==> src/rtl/cva6_accel_req_buffer_if.sv <==
// Dispatcher/accelerator handshake bundle for cva6_accel_req_buffer.
// Perf counter signals exist only when CVA6_ACCEL_BUF_PERF_EN is defined.
interface cva6_accel_req_buffer_if #(
    parameter int unsigned XLEN       = 64,
    parameter int unsigned TRANS_ID_W = 3
);
    logic                  flush_i;

    logic                  up_valid_i;
    logic                  up_ready_o;
    logic [31:0]           up_insn_i;
    logic [XLEN-1:0]       up_rs1_i;
    logic [XLEN-1:0]       up_rs2_i;
    logic [TRANS_ID_W-1:0] up_trans_id_i;

    logic                  acc_req_valid_o;
    logic                  acc_req_ready_i;
    logic [31:0]           acc_req_insn_o;
    logic [XLEN-1:0]       acc_req_rs1_o;
    logic [XLEN-1:0]       acc_req_rs2_o;
    logic [TRANS_ID_W-1:0] acc_req_trans_id_o;

    logic                  acc_resp_valid_i;
    logic                  acc_resp_ready_o;
    logic [XLEN-1:0]       acc_resp_result_i;
    logic [TRANS_ID_W-1:0] acc_resp_trans_id_i;
    logic                  acc_resp_error_i;

    logic                  resp_valid_o;
    logic                  resp_ready_i;
    logic [XLEN-1:0]       resp_result_o;
    logic [TRANS_ID_W-1:0] resp_trans_id_o;
    logic                  resp_error_o;

    logic                  spurious_o;
    logic                  idle_o;
`ifdef CVA6_ACCEL_BUF_PERF_EN
    logic [31:0]           perf_full_cycles_o;
    logic [31:0]           perf_throttle_cycles_o;
`endif

    // Buffer side.
    modport slave (
        input  flush_i, up_valid_i, up_insn_i, up_rs1_i, up_rs2_i, up_trans_id_i,
        input  acc_req_ready_i,
        input  acc_resp_valid_i, acc_resp_result_i, acc_resp_trans_id_i, acc_resp_error_i,
        input  resp_ready_i,
        output up_ready_o,
        output acc_req_valid_o, acc_req_insn_o, acc_req_rs1_o, acc_req_rs2_o,
        output acc_req_trans_id_o,
        output acc_resp_ready_o,
        output resp_valid_o, resp_result_o, resp_trans_id_o, resp_error_o,
`ifdef CVA6_ACCEL_BUF_PERF_EN
        output perf_full_cycles_o, perf_throttle_cycles_o,
`endif
        output spurious_o, idle_o
    );

    // Dispatcher + accelerator side.
    modport master (
        output flush_i, up_valid_i, up_insn_i, up_rs1_i, up_rs2_i, up_trans_id_i,
        output acc_req_ready_i,
        output acc_resp_valid_i, acc_resp_result_i, acc_resp_trans_id_i, acc_resp_error_i,
        output resp_ready_i,
        input  up_ready_o,
        input  acc_req_valid_o, acc_req_insn_o, acc_req_rs1_o, acc_req_rs2_o,
        input  acc_req_trans_id_o,
        input  acc_resp_ready_o,
        input  resp_valid_o, resp_result_o, resp_trans_id_o, resp_error_o,
`ifdef CVA6_ACCEL_BUF_PERF_EN
        input  perf_full_cycles_o, perf_throttle_cycles_o,
`endif
        input  spurious_o, idle_o
    );
endinterface

==> src/rtl/cva6_accel_req_buffer.sv <==
// Request FIFO with outstanding-request cap and registered response path between the
// CVA6 accelerator dispatcher and the accelerator port. Optional: CVA6_ACCEL_BUF_PERF_EN.
module cva6_accel_req_buffer #(
    parameter int unsigned XLEN            = 64,
    parameter int unsigned TRANS_ID_W      = 3,
    parameter int unsigned DEPTH           = 4,
    parameter int unsigned MAX_OUTSTANDING = 8
) (
    input  logic                          clk_i,
    input  logic                          rst_ni,
    cva6_accel_req_buffer_if.slave        bus
);
    localparam int unsigned PtrW = $clog2(DEPTH);
    localparam int unsigned CntW = $clog2(DEPTH + 1);
    localparam int unsigned OutW = $clog2(MAX_OUTSTANDING + 1);

    logic [31:0]           insn_q  [DEPTH];
    logic [XLEN-1:0]       rs1_q   [DEPTH];
    logic [XLEN-1:0]       rs2_q   [DEPTH];
    logic [TRANS_ID_W-1:0] id_q    [DEPTH];

    logic [PtrW-1:0] wr_ptr_q, wr_ptr_d, rd_ptr_q, rd_ptr_d;
    logic [CntW-1:0] count_q, count_d;
    logic [OutW-1:0] outst_q, outst_d;
    logic            spurious_q, spurious_d;

    logic                  resp_valid_q, resp_valid_d;
    logic [XLEN-1:0]       resp_result_q;
    logic [TRANS_ID_W-1:0] resp_id_q;
    logic                  resp_error_q;

    logic push, issue, accept;

    assign bus.up_ready_o      = (count_q != CntW'(DEPTH));
    assign bus.acc_req_valid_o = (count_q != '0) && (outst_q < OutW'(MAX_OUTSTANDING))
                                 && !bus.flush_i;
    assign bus.acc_req_insn_o     = insn_q[rd_ptr_q];
    assign bus.acc_req_rs1_o      = rs1_q[rd_ptr_q];
    assign bus.acc_req_rs2_o      = rs2_q[rd_ptr_q];
    assign bus.acc_req_trans_id_o = id_q[rd_ptr_q];

    assign bus.acc_resp_ready_o = !resp_valid_q || bus.resp_ready_i;
    assign bus.resp_valid_o     = resp_valid_q;
    assign bus.resp_result_o    = resp_result_q;
    assign bus.resp_trans_id_o  = resp_id_q;
    assign bus.resp_error_o     = resp_error_q;
    assign bus.spurious_o       = spurious_q;
    assign bus.idle_o           = (count_q == '0) && (outst_q == '0) && !resp_valid_q;

    assign push   = bus.up_valid_i && bus.up_ready_o && !bus.flush_i;
    assign issue  = bus.acc_req_valid_o && bus.acc_req_ready_i;
    assign accept = bus.acc_resp_valid_i && bus.acc_resp_ready_o;

    always_comb begin
        wr_ptr_d     = wr_ptr_q;
        rd_ptr_d     = rd_ptr_q;
        count_d      = count_q;
        outst_d      = outst_q;
        spurious_d   = spurious_q;
        resp_valid_d = resp_valid_q;

        if (bus.flush_i) begin
            // Flush suppresses both push and issue, so wr_ptr is already final.
            rd_ptr_d = wr_ptr_q;
            count_d  = '0;
        end else begin
            if (push) wr_ptr_d = wr_ptr_q + PtrW'(1);
            if (issue) rd_ptr_d = rd_ptr_q + PtrW'(1);
            if (push && !issue) count_d = count_q + CntW'(1);
            else if (!push && issue) count_d = count_q - CntW'(1);
        end

        if (accept && (outst_q == '0)) spurious_d = 1'b1;
        if (issue && !accept) outst_d = outst_q + OutW'(1);
        else if (accept && !issue && (outst_q != '0)) outst_d = outst_q - OutW'(1);

        if (accept) resp_valid_d = 1'b1;
        else if (bus.resp_ready_i) resp_valid_d = 1'b0;
    end

    always_ff @(posedge clk_i or negedge rst_ni) begin
        if (!rst_ni) begin
            wr_ptr_q     <= '0;
            rd_ptr_q     <= '0;
            count_q      <= '0;
            outst_q      <= '0;
            spurious_q   <= 1'b0;
            resp_valid_q <= 1'b0;
        end else begin
            wr_ptr_q     <= wr_ptr_d;
            rd_ptr_q     <= rd_ptr_d;
            count_q      <= count_d;
            outst_q      <= outst_d;
            spurious_q   <= spurious_d;
            resp_valid_q <= resp_valid_d;
        end
    end

    // Payload storage carries no reset; validity is tracked by count/valid flags.
    always_ff @(posedge clk_i) begin
        if (push) begin
            insn_q[wr_ptr_q] <= bus.up_insn_i;
            rs1_q[wr_ptr_q]  <= bus.up_rs1_i;
            rs2_q[wr_ptr_q]  <= bus.up_rs2_i;
            id_q[wr_ptr_q]   <= bus.up_trans_id_i;
        end
        if (accept) begin
            resp_result_q <= bus.acc_resp_result_i;
            resp_id_q     <= bus.acc_resp_trans_id_i;
            resp_error_q  <= bus.acc_resp_error_i;
        end
    end

`ifdef CVA6_ACCEL_BUF_PERF_EN
    logic [31:0] perf_full_q, perf_throttle_q;

    always_ff @(posedge clk_i or negedge rst_ni) begin
        if (!rst_ni) begin
            perf_full_q     <= '0;
            perf_throttle_q <= '0;
        end else begin
            if (bus.up_valid_i && !bus.up_ready_o) perf_full_q <= perf_full_q + 32'd1;
            if ((count_q != '0) && (outst_q == OutW'(MAX_OUTSTANDING))) begin
                perf_throttle_q <= perf_throttle_q + 32'd1;
            end
        end
    end

    assign bus.perf_full_cycles_o     = perf_full_q;
    assign bus.perf_throttle_cycles_o = perf_throttle_q;
`endif
endmodule

==> src/flat_wrapper.sv <==
// flat-port wrapper written by rule: the top's interface ports become plain ports
module cva6_accel_req_buffer_flat 
#(
    parameter int unsigned XLEN            = 64,
    parameter int unsigned TRANS_ID_W      = 3,
    parameter int unsigned DEPTH           = 4,
    parameter int unsigned MAX_OUTSTANDING = 8
)
  (clk_i, rst_ni, bus_flush_i, bus_up_valid_i, bus_up_insn_i, bus_up_rs1_i, bus_up_rs2_i, bus_up_trans_id_i, bus_acc_req_ready_i, bus_acc_resp_valid_i, bus_acc_resp_result_i, bus_acc_resp_trans_id_i, bus_acc_resp_error_i, bus_resp_ready_i, bus_up_ready_o, bus_acc_req_valid_o, bus_acc_req_insn_o, bus_acc_req_rs1_o, bus_acc_req_rs2_o, bus_acc_req_trans_id_o, bus_acc_resp_ready_o, bus_resp_valid_o, bus_resp_result_o, bus_resp_trans_id_o, bus_resp_error_o, bus_spurious_o, bus_idle_o);
  cva6_accel_req_buffer_if #(.XLEN(XLEN), .TRANS_ID_W(TRANS_ID_W)) bus_i ();
  input  logic clk_i;
  input  logic rst_ni;
  input wire logic [$bits(bus_i.flush_i)-1:0] bus_flush_i;
  input wire logic [$bits(bus_i.up_valid_i)-1:0] bus_up_valid_i;
  input wire logic [$bits(bus_i.up_insn_i)-1:0] bus_up_insn_i;
  input wire logic [$bits(bus_i.up_rs1_i)-1:0] bus_up_rs1_i;
  input wire logic [$bits(bus_i.up_rs2_i)-1:0] bus_up_rs2_i;
  input wire logic [$bits(bus_i.up_trans_id_i)-1:0] bus_up_trans_id_i;
  input wire logic [$bits(bus_i.acc_req_ready_i)-1:0] bus_acc_req_ready_i;
  input wire logic [$bits(bus_i.acc_resp_valid_i)-1:0] bus_acc_resp_valid_i;
  input wire logic [$bits(bus_i.acc_resp_result_i)-1:0] bus_acc_resp_result_i;
  input wire logic [$bits(bus_i.acc_resp_trans_id_i)-1:0] bus_acc_resp_trans_id_i;
  input wire logic [$bits(bus_i.acc_resp_error_i)-1:0] bus_acc_resp_error_i;
  input wire logic [$bits(bus_i.resp_ready_i)-1:0] bus_resp_ready_i;
  output wire logic [$bits(bus_i.up_ready_o)-1:0] bus_up_ready_o;
  output wire logic [$bits(bus_i.acc_req_valid_o)-1:0] bus_acc_req_valid_o;
  output wire logic [$bits(bus_i.acc_req_insn_o)-1:0] bus_acc_req_insn_o;
  output wire logic [$bits(bus_i.acc_req_rs1_o)-1:0] bus_acc_req_rs1_o;
  output wire logic [$bits(bus_i.acc_req_rs2_o)-1:0] bus_acc_req_rs2_o;
  output wire logic [$bits(bus_i.acc_req_trans_id_o)-1:0] bus_acc_req_trans_id_o;
  output wire logic [$bits(bus_i.acc_resp_ready_o)-1:0] bus_acc_resp_ready_o;
  output wire logic [$bits(bus_i.resp_valid_o)-1:0] bus_resp_valid_o;
  output wire logic [$bits(bus_i.resp_result_o)-1:0] bus_resp_result_o;
  output wire logic [$bits(bus_i.resp_trans_id_o)-1:0] bus_resp_trans_id_o;
  output wire logic [$bits(bus_i.resp_error_o)-1:0] bus_resp_error_o;
  output wire logic [$bits(bus_i.spurious_o)-1:0] bus_spurious_o;
  output wire logic [$bits(bus_i.idle_o)-1:0] bus_idle_o;
  assign bus_i.flush_i = bus_flush_i;
  assign bus_i.up_valid_i = bus_up_valid_i;
  assign bus_i.up_insn_i = bus_up_insn_i;
  assign bus_i.up_rs1_i = bus_up_rs1_i;
  assign bus_i.up_rs2_i = bus_up_rs2_i;
  assign bus_i.up_trans_id_i = bus_up_trans_id_i;
  assign bus_i.acc_req_ready_i = bus_acc_req_ready_i;
  assign bus_i.acc_resp_valid_i = bus_acc_resp_valid_i;
  assign bus_i.acc_resp_result_i = bus_acc_resp_result_i;
  assign bus_i.acc_resp_trans_id_i = bus_acc_resp_trans_id_i;
  assign bus_i.acc_resp_error_i = bus_acc_resp_error_i;
  assign bus_i.resp_ready_i = bus_resp_ready_i;
  assign bus_up_ready_o = bus_i.up_ready_o;
  assign bus_acc_req_valid_o = bus_i.acc_req_valid_o;
  assign bus_acc_req_insn_o = bus_i.acc_req_insn_o;
  assign bus_acc_req_rs1_o = bus_i.acc_req_rs1_o;
  assign bus_acc_req_rs2_o = bus_i.acc_req_rs2_o;
  assign bus_acc_req_trans_id_o = bus_i.acc_req_trans_id_o;
  assign bus_acc_resp_ready_o = bus_i.acc_resp_ready_o;
  assign bus_resp_valid_o = bus_i.resp_valid_o;
  assign bus_resp_result_o = bus_i.resp_result_o;
  assign bus_resp_trans_id_o = bus_i.resp_trans_id_o;
  assign bus_resp_error_o = bus_i.resp_error_o;
  assign bus_spurious_o = bus_i.spurious_o;
  assign bus_idle_o = bus_i.idle_o;
  cva6_accel_req_buffer #(.XLEN(XLEN), .TRANS_ID_W(TRANS_ID_W), .DEPTH(DEPTH), .MAX_OUTSTANDING(MAX_OUTSTANDING)) u_core (.clk_i(clk_i), .rst_ni(rst_ni), .bus(bus_i));
endmodule
==> config.mk <==
export PLATFORM = sky130hd
export DESIGN_NAME = cva6_accel_req_buffer_flat
export DESIGN_NICKNAME = d
export VERILOG_FILES = /design/src/rtl/cva6_accel_req_buffer_if.sv /design/src/rtl/cva6_accel_req_buffer.sv /design/src/flat_wrapper.sv
export SDC_FILE = /design/constraint.sdc
export NUM_CORES = 1
export LEC_CHECK = 0
export CAP_MARGIN = 30
export CORE_UTILIZATION = 45
export CTS_CLUSTER_SIZE = 28
export DETAILED_ROUTE_END_ITERATION = 8
export GPL_TIMING_DRIVEN = 0
export PLACE_DENSITY = 0.68
export REMOVE_ABC_BUFFERS = 1
export SYNTH_ARGS = -nofsm -noshare
export SYNTH_HDL_FRONTEND = slang
export SYNTH_SLANG_ARGS = --single-unit
==> constraint.sdc <==
create_clock -name clk_i -period 13.25 [get_ports clk_i]
set_input_delay 2.65 -clock clk_i [delete_from_list [all_inputs] [get_ports clk_i]]
set_output_delay 2.65 -clock clk_i [all_outputs]
set_load 0.02 [all_outputs]
## After elaboration in Yosys (flattened, before gate mapping)

Memory sizes are Yosys's and may differ from the RTL's.
Index checks and enable logic that the tools add are counted.

| operators by class | value |
|---|---|
| add/subtract/negate cells | 6 |
| bitwise gates (word level) | 1 |
| muxes and demuxes | 11 |
| reductions and logical operators | 29 |
| $lt $le $gt $ge | 1 |
| eq/ne operators | 1 |

Operator list:

| kind | number |
|---|---|
| $logic_and A1 B1 Y1 | 14 |
| $mux W3 | 3 |
| $mux W4 | 2 |
| $reduce_bool A2 Y1 | 3 |
| $reduce_bool A3 Y1 | 2 |
| $logic_not A1 Y1 | 5 |
| $add A2 B1 Y2 const B | 2 |
| $add A4 B1 Y4 const B | 1 |
| $logic_not A4 Y1 | 1 |
| $lt A4 B4 Y1 const B | 1 |
| $mux W1 | 4 |
| $mux W2 | 2 |
| $reduce_bool A4 Y1 | 1 |
| $sub A4 B1 Y4 const B | 1 |
| $add A3 B1 Y3 const B | 1 |
| $logic_not A3 Y1 | 1 |
| $ne A3 B3 Y1 const B | 1 |
| $sub A3 B1 Y3 const B | 1 |
| $reduce_and A2 Y1 | 1 |
| $logic_or A1 B1 Y1 | 1 |
| $not A1 Y1 | 1 |

| storage, ports and cells | value |
|---|---|
| memories kept | 4 |
| logic and storage cells | 62 |
| input port bits | 238 |
| flip-flop bits (word level) | 81 |
| bits in writable memories | 652 |
| output and inout bits | 237 |

Memory list:

| name | depth | width | read ports | clocked after Yosys merged registers in | write ports | line | text |
|---|---|---|---|---|---|---|---|
| u_core.rs1_q | 4 | 64 | 1 | 0 | 1 | cva6_accel_req_buffer.sv:18 | `logic [XLEN-1:0] rs1_q [DEPTH];` |
| u_core.rs2_q | 4 | 64 | 1 | 0 | 1 | cva6_accel_req_buffer.sv:19 | `logic [XLEN-1:0] rs2_q [DEPTH];` |
| u_core.insn_q | 4 | 32 | 1 | 0 | 1 | cva6_accel_req_buffer.sv:17 | `logic [31:0] insn_q [DEPTH];` |
| u_core.id_q | 4 | 3 | 1 | 0 | 1 | cva6_accel_req_buffer.sv:20 | `logic [TRANS_ID_W-1:0] id_q [DEPTH];` |

## Longest topological paths before layout

| depth | value |
|---|---|
| depth after elaboration | 9 |
| gate-level depth with buffers | 8 |
| mapped depth without buffers | 8 |

## Worst setup path after synthesis

Ideal clock, no wire load.

| timing path | value |
|---|---|
| kind | input to register |
| start point | input bus_flush_i |
| end point | memory u_core.id_q[0][0] (enable) |
| data arrival time | 7.112 ns |
| stages | 4 |
| buffers on the path | 1 |
| slack | 5.595 ns |
| cell sequence | clkbuf_1 -> nand2b_1 -> nor2_1 -> and2_1 |

| between the ends | value |
|---|---|
| word-level cells in the longest chain between the ends | 4 |

Ends and longest elaborated chain:

| item | line | text |
|---|---|---|
| from (decl) | flat_wrapper.sv:13 | `input wire logic [$bits(bus_i.flush_i)-1:0] bus_flush_i;` |
| $logic_not A1 Y1 | cva6_accel_req_buffer.sv:50 | `assign push = bus.up_valid_i && bus.up_ready_o && !bus.flush_i;` |
| $logic_and A1 B1 Y1 | cva6_accel_req_buffer.sv:50 |  |
| $mux W1 | cva6_accel_req_buffer.sv:101 | `if (push) begin` |
| $mux W1 (implied by the code) | cva6_accel_req_buffer.sv:105 | `id_q[wr_ptr_q] <= bus.up_trans_id_i;` |
| to (decl) | cva6_accel_req_buffer.sv:20 |  |

No other way between the ends.

## Worst setup path after layout

| timing path | value |
|---|---|
| start point | input bus_flush_i |
| end point | output bus_acc_req_valid_o |

| between the ends | value |
|---|---|
| word-level cells in the longest chain between the ends | 2 |

Ends and longest elaborated chain:

| item | line | text |
|---|---|---|
| $logic_not A1 Y1 | cva6_accel_req_buffer.sv:36 | `&& !bus.flush_i;` |
| $logic_and A1 B1 Y1 | cva6_accel_req_buffer.sv:36 |  |
| to (decl) | flat_wrapper.sv:26 | `output wire logic [$bits(bus_i.acc_req_valid_o)-1:0] bus_acc_req_valid_o;` |

No other way between the ends.

==> results.yml <==
placement:
  place_area_sq_um: 32600
  gp_congestion: 0.766
  dpl.hpwl_microns: 35800
  dp_slack_ns: 6.31
  io_buffers: 474
synthesis:
  ys_seq_elements: 733
  synth.distinct_cells: 46
  synth-seq-area-share: 0.831
  synth_warnings: 0
  syn_avg_cell_area_sq_um: 26.1
  synth_edf_count: 720
  syn_inst: 1011
  synth_top_flop_cell: "edfxtp_1"
  async_reset_ff_frac: 0.0177
  synth_area_sq_um: 26400
global_route:
  grtUsageMet3: 0.0606
  first_global_vias: 13347
  met2_usage: 0.315
  antenna_found_initial: 6
  grt_use_met1: 0.224
  grt_max_degree: 58
  grt_pass1_wl_microns: 82100
  grtUsageTotal: 0.187
  grt.overflow.total: 0
  grt.busiest_layer: "met2"
detailed_routing:
  finalWirelength_microns: 55600
  viasPerCell: 5.18
  postRouteAntennaNets: 0
  detail_route.wl_per_cell_microns: 23.4
  dr.pass1.iters: 5
  vias: 12302
  drtIter0Drc: 541
  drc: 0
critical_path:
  cpMostUsedCell: "clkdlybuf4s50_1"
  crit_chain: "clkdlybuf4s50_1 -> nor3_1 -> clkdlybuf4s50_1"
  required_ns: 10.60
  r2r-start: "u_core.count_q[2]"
  critPathArrivalTime_ns: 4.32
  cp_slowest_stage_delay_ns: 0.72
  crit_start: "bus_flush_i"
  critPathLaunchType: "input pin"
  worst_path_max_delay_cell: "clkdlybuf4s50_1"
  cp_max_fo: 11
  critPathBufInv: 2
  cpLargestDelayFamily: "buffers and inverters"
  cp-end-kind: "primary output"
  crit_type: "input pin to primary output"
cts:
  numCtsBuffers: 77
  htree_levels: 3
  root_buffer: "clkbuf_16"
  clk_latency_ns: 0.60
  cts_tree: "yes"
  cts_resized: 0
  clock_sinks: 733
  clkTransAtPathRegs_ns: 0.06
  holdBufCountCts: 0
  clockBufferDepth: 3
  cts_setup_buffers: 0
layout:
  regArea_sq_um: 22000
  num-fill-cells: 4091
  layout_commonest_cell: "edfxtp_1"
  design_area_sq_um: 34900
  multi_input_area_sq_um: 4290
  layout.nets: 1794
  post_route_cells_drive_above_1_share: 0.194
  layout_common_cells: "720 x edfxtp_1, 474 x clkdlybuf4s50_1, 163 x mux4_2, 78 x clkbuf_16, 19 x buf_16"
  area_growth_pct: 32.2
sta:
  worst_pin_slew_ns: 0.675
  slew_violations: 0
  setup_viol_count_final: 0
  max_slew_margin: 0.550
  max_freq_ghz: 0.143
  period_minus_slack_ns: 6.97
  rsz0062_at_grt: "no"
  fin_worst_skew_ns: 0.0258
  period_share: 0.526
  setup_tns_ns: 0
  hold_viol_final: 0
  setup_ws_ns: 6.28
power:
  powerDensity_nw_per_um2: 202
  ir_drop_mv: 0.121
  p_leak_nw: 11.2
worst_hold_path:
  min_from: "u_core.bus.spurious_o"
  min_path_type: "register to register"
die:
  ios: 475
  die_area_sq_um: 59700
  core_sq_um: 57800
  start_util: 0.457
  die_w_microns: 244
  die_h_microns: 244
  rows: 88
outcome:
  status: "completed"
run:
  drv_cap: 0
-- sequential cells by signal (all words and copies together) (netlist names) --
signal                      cells
u_core.insn_q                 128
u_core.outst_q                  4
u_core.id_q                    12
u_core.rd_ptr_q                 2
u_core.bus.resp_trans_id_o      3
u_core.rs1_q                  256
u_core.wr_ptr_q                 2
u_core.count_q                  3
u_core.bus.spurious_o           1
u_core.bus.resp_result_o       64
u_core.bus.resp_valid_o         1
u_core.rs2_q                  256
u_core.bus.resp_error_o         1
-- worst paths after layout --
path	endpoint	slack (ns)	cells after the start
worst max-delay path	bus_acc_req_valid_o	6.28	3
worst min-delay path	u_core.bus.spurious_o	0.49	1
worst max register to register	u_core.insn_q[1][5]	10.42	5
worst min register to register	u_core.bus.spurious_o	0.49	1
max in group asynchronous	u_core.rd_ptr_q[1]	10.32	1
min in group asynchronous	u_core.bus.spurious_o	2.44	1
-- Yosys cell counts, types with 2 or more instances --
library cell | count | area share
a211oi_1 | 3 | 0.00085
a21o_1 | 2 | 0.00057
a21oi_1 | 3 | 0.00057
and2_1 | 4 | 0.00095
buf_1 | 14 | 0.0020
buf_2 | 14 | 0.0027
buf_4 | 4 | 0.0011
clkbuf_1 | 6 | 0.00085
dfrtp_1 | 13 | 0.012
edfxtp_1 | 720 | 0.82
fa_1 | 2 | 0.0015
ha_1 | 6 | 0.0028
inv_1 | 6 | 0.00085
mux2_4 | 2 | 0.0011
mux4_2 | 163 | 0.14
nand2_1 | 4 | 0.00057
nand2b_1 | 3 | 0.00071
nand3_1 | 2 | 0.00038
nor2_1 | 3 | 0.00043
nor2b_1 | 4 | 0.00095
nor3_1 | 2 | 0.00038
nor3b_2 | 2 | 0.00095
o21ai_1 | 3 | 0.00057
xnor2_1 | 3 | 0.00099
xor2_1 | 2 | 0.00066
-- where the power goes --
part           internal [W]  switching [W]
sequential          0.00279      0.0000942
combinational       0.00109        0.00107
clock               0.00116       0.000847
-- metal layers --
| metal | vias to the layer above | share of wire |
|---|---|---|
| met5 | - | 0.00059 |
| met4 | 4 | 0.027 |
| met3 | 84 | 0.087 |
| met2 | 441 | 0.51 |
| met1 | 6323 | 0.37 |
| li1 | 5450 | - |
-- stage by stage --
| step | hold WS [ns] | power [W] | util | cells |
|---|---|---|---|---|
| after global placement | 0.468 | 0.00547 | 0.553 | 2212 |
| after global routing | 0.541 | 0.00734 | 0.604 | 2376 |
| final | 0.486 | 0.00706 | 0.604 | 2376 |
| after CTS | 0.487 | 0.00716 | 0.604 | 2372 |
| after detailed placement | 0.469 | 0.00514 | 0.563 | 2234 |
| after floorplan | 0.509 | 0.00427 | - | 973 |
-- logic make-up (layout without fill, tap and decap cells) --
logic type | Yosys count | in the layout | synth area share
xor gates and xnor gates | 5 | 5 | 0.00166
muxes | 165 | 165 | 0.140
AOI/OAI and AO/OA | 21 | 21 | 0.00653
buffers and inverters | 45 | 641 | 0.00762
other | 0 | 4 | 0
adders and majority gates | 8 | 8 | 0.00436
DFF | 733 | 733 | 0.831
and+or+nand+nor | 34 | 34 | 0.00923
-- layout make-up --
type                       count  share of cell area
timing repair buffer         496               0.153
inverter                       7            0.000752
tap                          765              0.0274
multi-input combinational    233               0.123
antenna                        4            0.000287
clock buffer                  95              0.0577
sequential                   733               0.629
clock inverter                43             0.00992
-- worst reg2reg max path, stage by stage (launching register included) --
cell and delay (ns):
dfrtp_1 0.46, nor3b_2 0.24, nor2_1 0.45, and2_4 0.65, buf_16 0.34, buf_16 0.31
No activity file was read; power rests on OpenSTA's default activity.
